==> src/rtl/ysyx_22050710_mem_arbiter_pkg.sv <==
// Shared encodings for the IF/EX memory-port arbiter: FSM states and the
// requester (owner) indices used on the 2-bit request/grant vectors.
package ysyx_22050710_mem_arbiter_pkg;

  typedef enum logic [1:0] {
    IDLE      = 2'd0,
    WAIT_INST = 2'd1,
    WAIT_DATA = 2'd2
  } arb_state_e;

  localparam int OWN_INST = 0;
  localparam int OWN_DATA = 1;

  function automatic arb_state_e wait_state_for(input logic own_data);
    return own_data ? WAIT_DATA : WAIT_INST;
  endfunction

endpackage

==> src/rtl/ysyx_22050710_rr_arb2.sv <==
// Combinational two-way round-robin picker. A lone request always wins; on a
// tie the requester that was not granted last wins. gnt is one-hot or zero.
module ysyx_22050710_rr_arb2 (
  input  logic [1:0] req,
  input  logic       last,
  output logic [1:0] gnt
);

  // bit 0 = fetch, bit 1 = data; last=1 means data won the previous round
  always_comb begin
    gnt = 2'b00;
    case (req)
      2'b01:   gnt = 2'b01;
      2'b10:   gnt = 2'b10;
      2'b11:   gnt = last ? 2'b01 : 2'b10;
      default: gnt = 2'b00;
    endcase
  end

endmodule

==> src/rtl/ysyx_22050710_mem_arbiter.sv <==
// Shares one SRAM-style memory port between instruction fetch and the EX data
// requester, one outstanding transaction at a time, responses routed to owner.
module ysyx_22050710_mem_arbiter
  import ysyx_22050710_mem_arbiter_pkg::*;
#(
  parameter int SRAM_ADDR_WD  = 32,
  parameter int SRAM_DATA_WD  = 64,
  parameter int SRAM_WMASK_WD = 8
) (
  input  logic                     i_clk,
  input  logic                     i_rst,
  input  logic                     i_inst_req,
  input  logic [SRAM_ADDR_WD-1:0]  i_inst_addr,
  output logic                     o_inst_gnt,
  output logic                     o_inst_rvalid,
  output logic [SRAM_DATA_WD-1:0]  o_inst_rdata,
  input  logic                     i_data_req,
  input  logic                     i_data_wen,
  input  logic [SRAM_ADDR_WD-1:0]  i_data_addr,
  input  logic [SRAM_WMASK_WD-1:0] i_data_wmask,
  input  logic [SRAM_DATA_WD-1:0]  i_data_wdata,
  output logic                     o_data_gnt,
  output logic                     o_data_rvalid,
  output logic [SRAM_DATA_WD-1:0]  o_data_rdata,
  output logic                     o_mem_req,
  output logic                     o_mem_wen,
  output logic [SRAM_ADDR_WD-1:0]  o_mem_addr,
  output logic [SRAM_WMASK_WD-1:0] o_mem_wmask,
  output logic [SRAM_DATA_WD-1:0]  o_mem_wdata,
  input  logic                     i_mem_gnt,
  input  logic                     i_mem_rvalid,
  input  logic [SRAM_DATA_WD-1:0]  i_mem_rdata,
  output logic [1:0]               o_dbg_state
);

  // Handshake: a request transfers in the cycle where o_mem_req & i_mem_gnt;
  // the winner's *_gnt pulses in that same cycle and requesters hold their
  // request signals until then. Exactly one i_mem_rvalid answers each transfer.

  arb_state_e state_q, state_d;
  logic       last_data_q, last_data_d;
  logic [1:0] req, pick;
  logic       win_data;

  assign req[OWN_INST] = i_inst_req;
  assign req[OWN_DATA] = i_data_req;

  ysyx_22050710_rr_arb2 u_rr_arb2 (
    .req  (req),
    .last (last_data_q),
    .gnt  (pick)
  );

  assign win_data    = pick[OWN_DATA];
  assign o_dbg_state = state_q;

  always_ff @(posedge i_clk or posedge i_rst) begin
    if (i_rst) begin
      state_q     <= IDLE;
      last_data_q <= 1'b0;
    end else begin
      state_q     <= state_d;
      last_data_q <= last_data_d;
    end
  end

  always_comb begin
    state_d       = state_q;
    last_data_d   = last_data_q;
    o_mem_req     = 1'b0;
    o_mem_wen     = 1'b0;
    o_mem_addr    = '0;
    o_mem_wmask   = '0;
    o_mem_wdata   = '0;
    o_inst_gnt    = 1'b0;
    o_data_gnt    = 1'b0;
    o_inst_rvalid = 1'b0;
    o_inst_rdata  = '0;
    o_data_rvalid = 1'b0;
    o_data_rdata  = '0;

    case (state_q)
      IDLE: begin
        if (|req) begin
          o_mem_req = 1'b1;
          if (win_data) begin
            o_mem_wen   = i_data_wen;
            o_mem_addr  = i_data_addr;
            o_mem_wmask = i_data_wmask;
            o_mem_wdata = i_data_wdata;
          end else begin
            o_mem_addr  = i_inst_addr;
          end
          if (i_mem_gnt) begin
            o_inst_gnt  = ~win_data;
            o_data_gnt  = win_data;
            state_d     = wait_state_for(win_data);
            last_data_d = win_data;
          end
        end
      end
      WAIT_INST: begin
        if (i_mem_rvalid) begin
          o_inst_rvalid = 1'b1;
          o_inst_rdata  = i_mem_rdata;
          state_d       = IDLE;
        end
      end
      WAIT_DATA: begin
        if (i_mem_rvalid) begin
          o_data_rvalid = 1'b1;
          o_data_rdata  = i_mem_rdata;
          state_d       = IDLE;
        end
      end
      default: state_d = IDLE;
    endcase

    // Outputs are combinational from requests, so hold them quiet in reset.
    if (i_rst) begin
      o_mem_req     = 1'b0;
      o_mem_wen     = 1'b0;
      o_mem_addr    = '0;
      o_mem_wmask   = '0;
      o_mem_wdata   = '0;
      o_inst_gnt    = 1'b0;
      o_data_gnt    = 1'b0;
      o_inst_rvalid = 1'b0;
      o_inst_rdata  = '0;
      o_data_rvalid = 1'b0;
      o_data_rdata  = '0;
    end
  end

endmodule
==> config.mk <==
export PLATFORM = sky130hd
export DESIGN_NAME = ysyx_22050710_mem_arbiter
export DESIGN_NICKNAME = d
export VERILOG_FILES = /design/src/rtl/ysyx_22050710_mem_arbiter_pkg.sv /design/src/rtl/ysyx_22050710_rr_arb2.sv /design/src/rtl/ysyx_22050710_mem_arbiter.sv
export SDC_FILE = /design/constraint.sdc
export NUM_CORES = 1
export LEC_CHECK = 0
export CORE_AREA = 4 4 174 176
export DETAILED_ROUTE_END_ITERATION = 12
export DIE_AREA = 0 0 178 180
export PLACE_DENSITY_LB_ADDON = 0.1
export SYNTH_ARGS = -nofsm -noshare
export SYNTH_HDL_FRONTEND = slang
export SYNTH_SLANG_ARGS = --single-unit
==> constraint.sdc <==
create_clock -name i_clk -period 1.6 [get_ports i_clk]
set_input_delay 0.32 -clock i_clk [delete_from_list [all_inputs] [get_ports i_clk]]
set_output_delay 0.32 -clock i_clk [all_outputs]
set_load 0.01 [all_outputs]
==> results.json <==
{
  "ys_types": 24,
  "die_h_microns": 180,
  "setup_viol": 238,
  "cts_sinks": 3,
  "cp_max_fo": 4,
  "p_per_area_nw_per_um2": 635,
  "hold_ws_ns": 0.240,
  "setup_ws_ns": -0.536,
  "vias": 4406,
  "drv_cap": 0,
  "place_area_sq_um": 7420,
  "antenna_found_initial": 1,
  "drt-pass1-iter-count": 4,
  "final_common_cell": "clkdlybuf4s50_1",
  "drt_wl_total_microns": 22200,
  "grt_pass1_vias": 4210,
  "gr-usage-all-layers_pct": 11.8,
  "wl_per_cell_microns": 17.4,
  "htree_levels": 1,
  "rsz0062_at_grt": "true",
  "syn_nets": 569,
  "fillers": 3053,
  "clk_pin_slew_ns": 0.03,
  "layout_common_cells": "202 x clkdlybuf4s50_1, 181 x buf_6, 122 x and2_4",
  "rows": 62,
  "syn_inst": 359,
  "cts_root_buf": "clkbuf_16",
  "synth-seq-cells": 3,
  "cp.required_ns": 1.28,
  "power_uw": 5650,
  "grt_max_degree": 35,
  "nets": 1105,
  "die-area_sq_um": 32000,
  "vias_per_cell": 3.44,
  "multi_input_area_sq_um": 2420,
  "ant_nets": 0,
  "ioPinCount": 447,
  "drc_errors": 0,
  "place.gp.congestion": 0.841,
  "grt-ovfl-total": 0,
  "crit_path_end_kind": "output port",
  "fin_skew_ns": 0.00222,
  "finalInstanceArea_sq_um": 8890,
  "cts_buffers": 3,
  "run_status": "finished, violations left",
  "postCtsHoldBufs": 0,
  "r2r_cells": 5,
  "area_delta_synth_final_pct": 323,
  "fin_crit_ns": 2.14,
  "seq_area_frac_synth_pct": 3.57,
  "yosysWarnings": 0,
  "cts_tree": "done",
  "netlist_area_sq_um": 2100,
  "portBuffers": 446,
  "insertion_delay_ns": 0.22,
  "hpwlAfterDp_microns": 16400,
  "r2r_end": "o_dbg_state[0]",
  "leakagePower_uw": 0.00421,
  "period_share_pct": 134,
  "report.final.slew_viol_count": 0,
  "startpoint_type": "flop",
  "crit_type": "reg2out",
  "r2r_start": "o_dbg_state[1]",
  "final_cells": 1279,
  "first_iter_violations": 34,
  "violations": "negative setup slack",
  "place_inst": 1185,
  "min_path_type": "in2async",
  "grt_pass1_wl_microns": 28700,
  "max-slew-margin-rel_pct": 82.0,
  "start_util_pct": 7.35,
  "r2r_slack_ns": 0.31,
  "core_sq_um": 28600,
  "die_x_microns": 178,
  "hold_violations": 0,
  "drive_gt1_share_pct": 58.8,
  "syn_area_per_cell_sq_um": 5.86,
  "vdd_drop_max_mv": 0.351,
  "critPathArrivalTime_ns": 1.82,
  "max_freq_mhz": 468,
  "place_ws_ns": -0.957,
  "max_slew.worst_pin.slew_ns": 0.270,
  "clockBufferDepth": 2,
  "seq_area_sq_um": 75.1
}
[registers in the layout, summed over array words and instances, names as in the netlist]
register / count
o_dbg_state: 2
last_data_q: 1
[worst max-delay path by stage]
stage               depth (start not counted)           start               end  slack, ns
global route                               11  o_dbg_state[0]    o_mem_wmask[7]      -0.62
detailed placement                          6      i_data_req     o_mem_addr[6]      -0.96
finish                                     11  o_dbg_state[1]    o_mem_wmask[7]      -0.54
CTS                                         5    i_mem_rvalid  o_inst_rdata[10]      -0.70
floorplan                                   5  o_dbg_state[0]  o_data_rdata[54]      -0.02
global placement                            6      i_data_req     o_mem_addr[9]      -0.92
[cells by family (layout without fill, tap and decap cells)]
logic type / Yosys count / after routing / synth area share, %
adders and majority gates: 3 / 3 / 1.78
DFF: 3 / 3 / 3.57
and+or+nand+nor: 274 / 274 / 73.9
other: 0 / 1 / 0
buffers and inverters: 37 / 572 / 9.40
AOI/OAI and AO/OA: 42 / 42 / 11.3
[power by group]
part,internal (uW),total [uW],switching [uW]
logic,3140,5110,1970
registers,110,141,31.3
clock network,329,396,67.0
[routing by layer]
layer	GRT usage (%)	up-vias	part of all wire, %
met5	0	-	0
met4	2.17	0	1.5
met3	2.94	16	8.3
met2	23.6	224	55
met1	12.1	1981	36
li1	-	2185	-
[stage by stage]
stage | utilization, % | setup TNS [ns]
final | 31.0 | -95.41
after global routing | 31.0 | -112.77
after CTS | 28.8 | -117.09
after detailed placement | 25.9 | -191.81
after global placement | 25.9 | -188.85
after floorplan | - | -1.18
[cells in the mapped netlist (all sizes together)]
master   instances  area share (%)
a41oi            1            0.42
nand2b           2            0.59
a21boi           2            0.89
a21oi           32             7.6
clkbuf          21             3.7
a31oi            1            0.30
o2111ai          1            0.42
nand2           65              12
and3             2            0.59
o21bai           1            0.36
inv              4            0.71
nor2b            1            0.30
nor3             1            0.24
o22ai            2            0.59
dfrtp            3             3.6
a21bo            1            0.48
nor2             1            0.54
ha               3             1.8
and2           202              60
buf             12             4.9
o21ai            1            0.24
[what timing repair did]
item,CTS,global route
endpoints found under the setup margin,240,240
buffers inserted,42,34
pin swaps,38,54
gates cloned,14,11
resized for setup,834,408
[critical path, cell delays in order, from the launching register on]
cell      delay (ns)
dfrtp_1         0.37
inv_2           0.11
ha_4            0.16
nand2b_4        0.07
nor2_4          0.12
buf_12          0.13
buf_12          0.09
buf_12          0.11
buf_8           0.10
buf_6           0.09
and2_4          0.13
buf_6           0.09
[cell type report]
| class | instances | share of cell area [%] |
|---|---|---|
| Timing Repair Buffer | 564 | 65.4 |
| Antenna cell | 1 | 0.0282 |
| Multi-Input combinational cell | 319 | 27.3 |
| Clock buffer | 4 | 0.887 |
| Sequential cell | 3 | 0.845 |
| Inverter | 4 | 0.169 |
| Tap cell | 384 | 5.41 |
No activity file was read; power rests on OpenSTA's default activity.
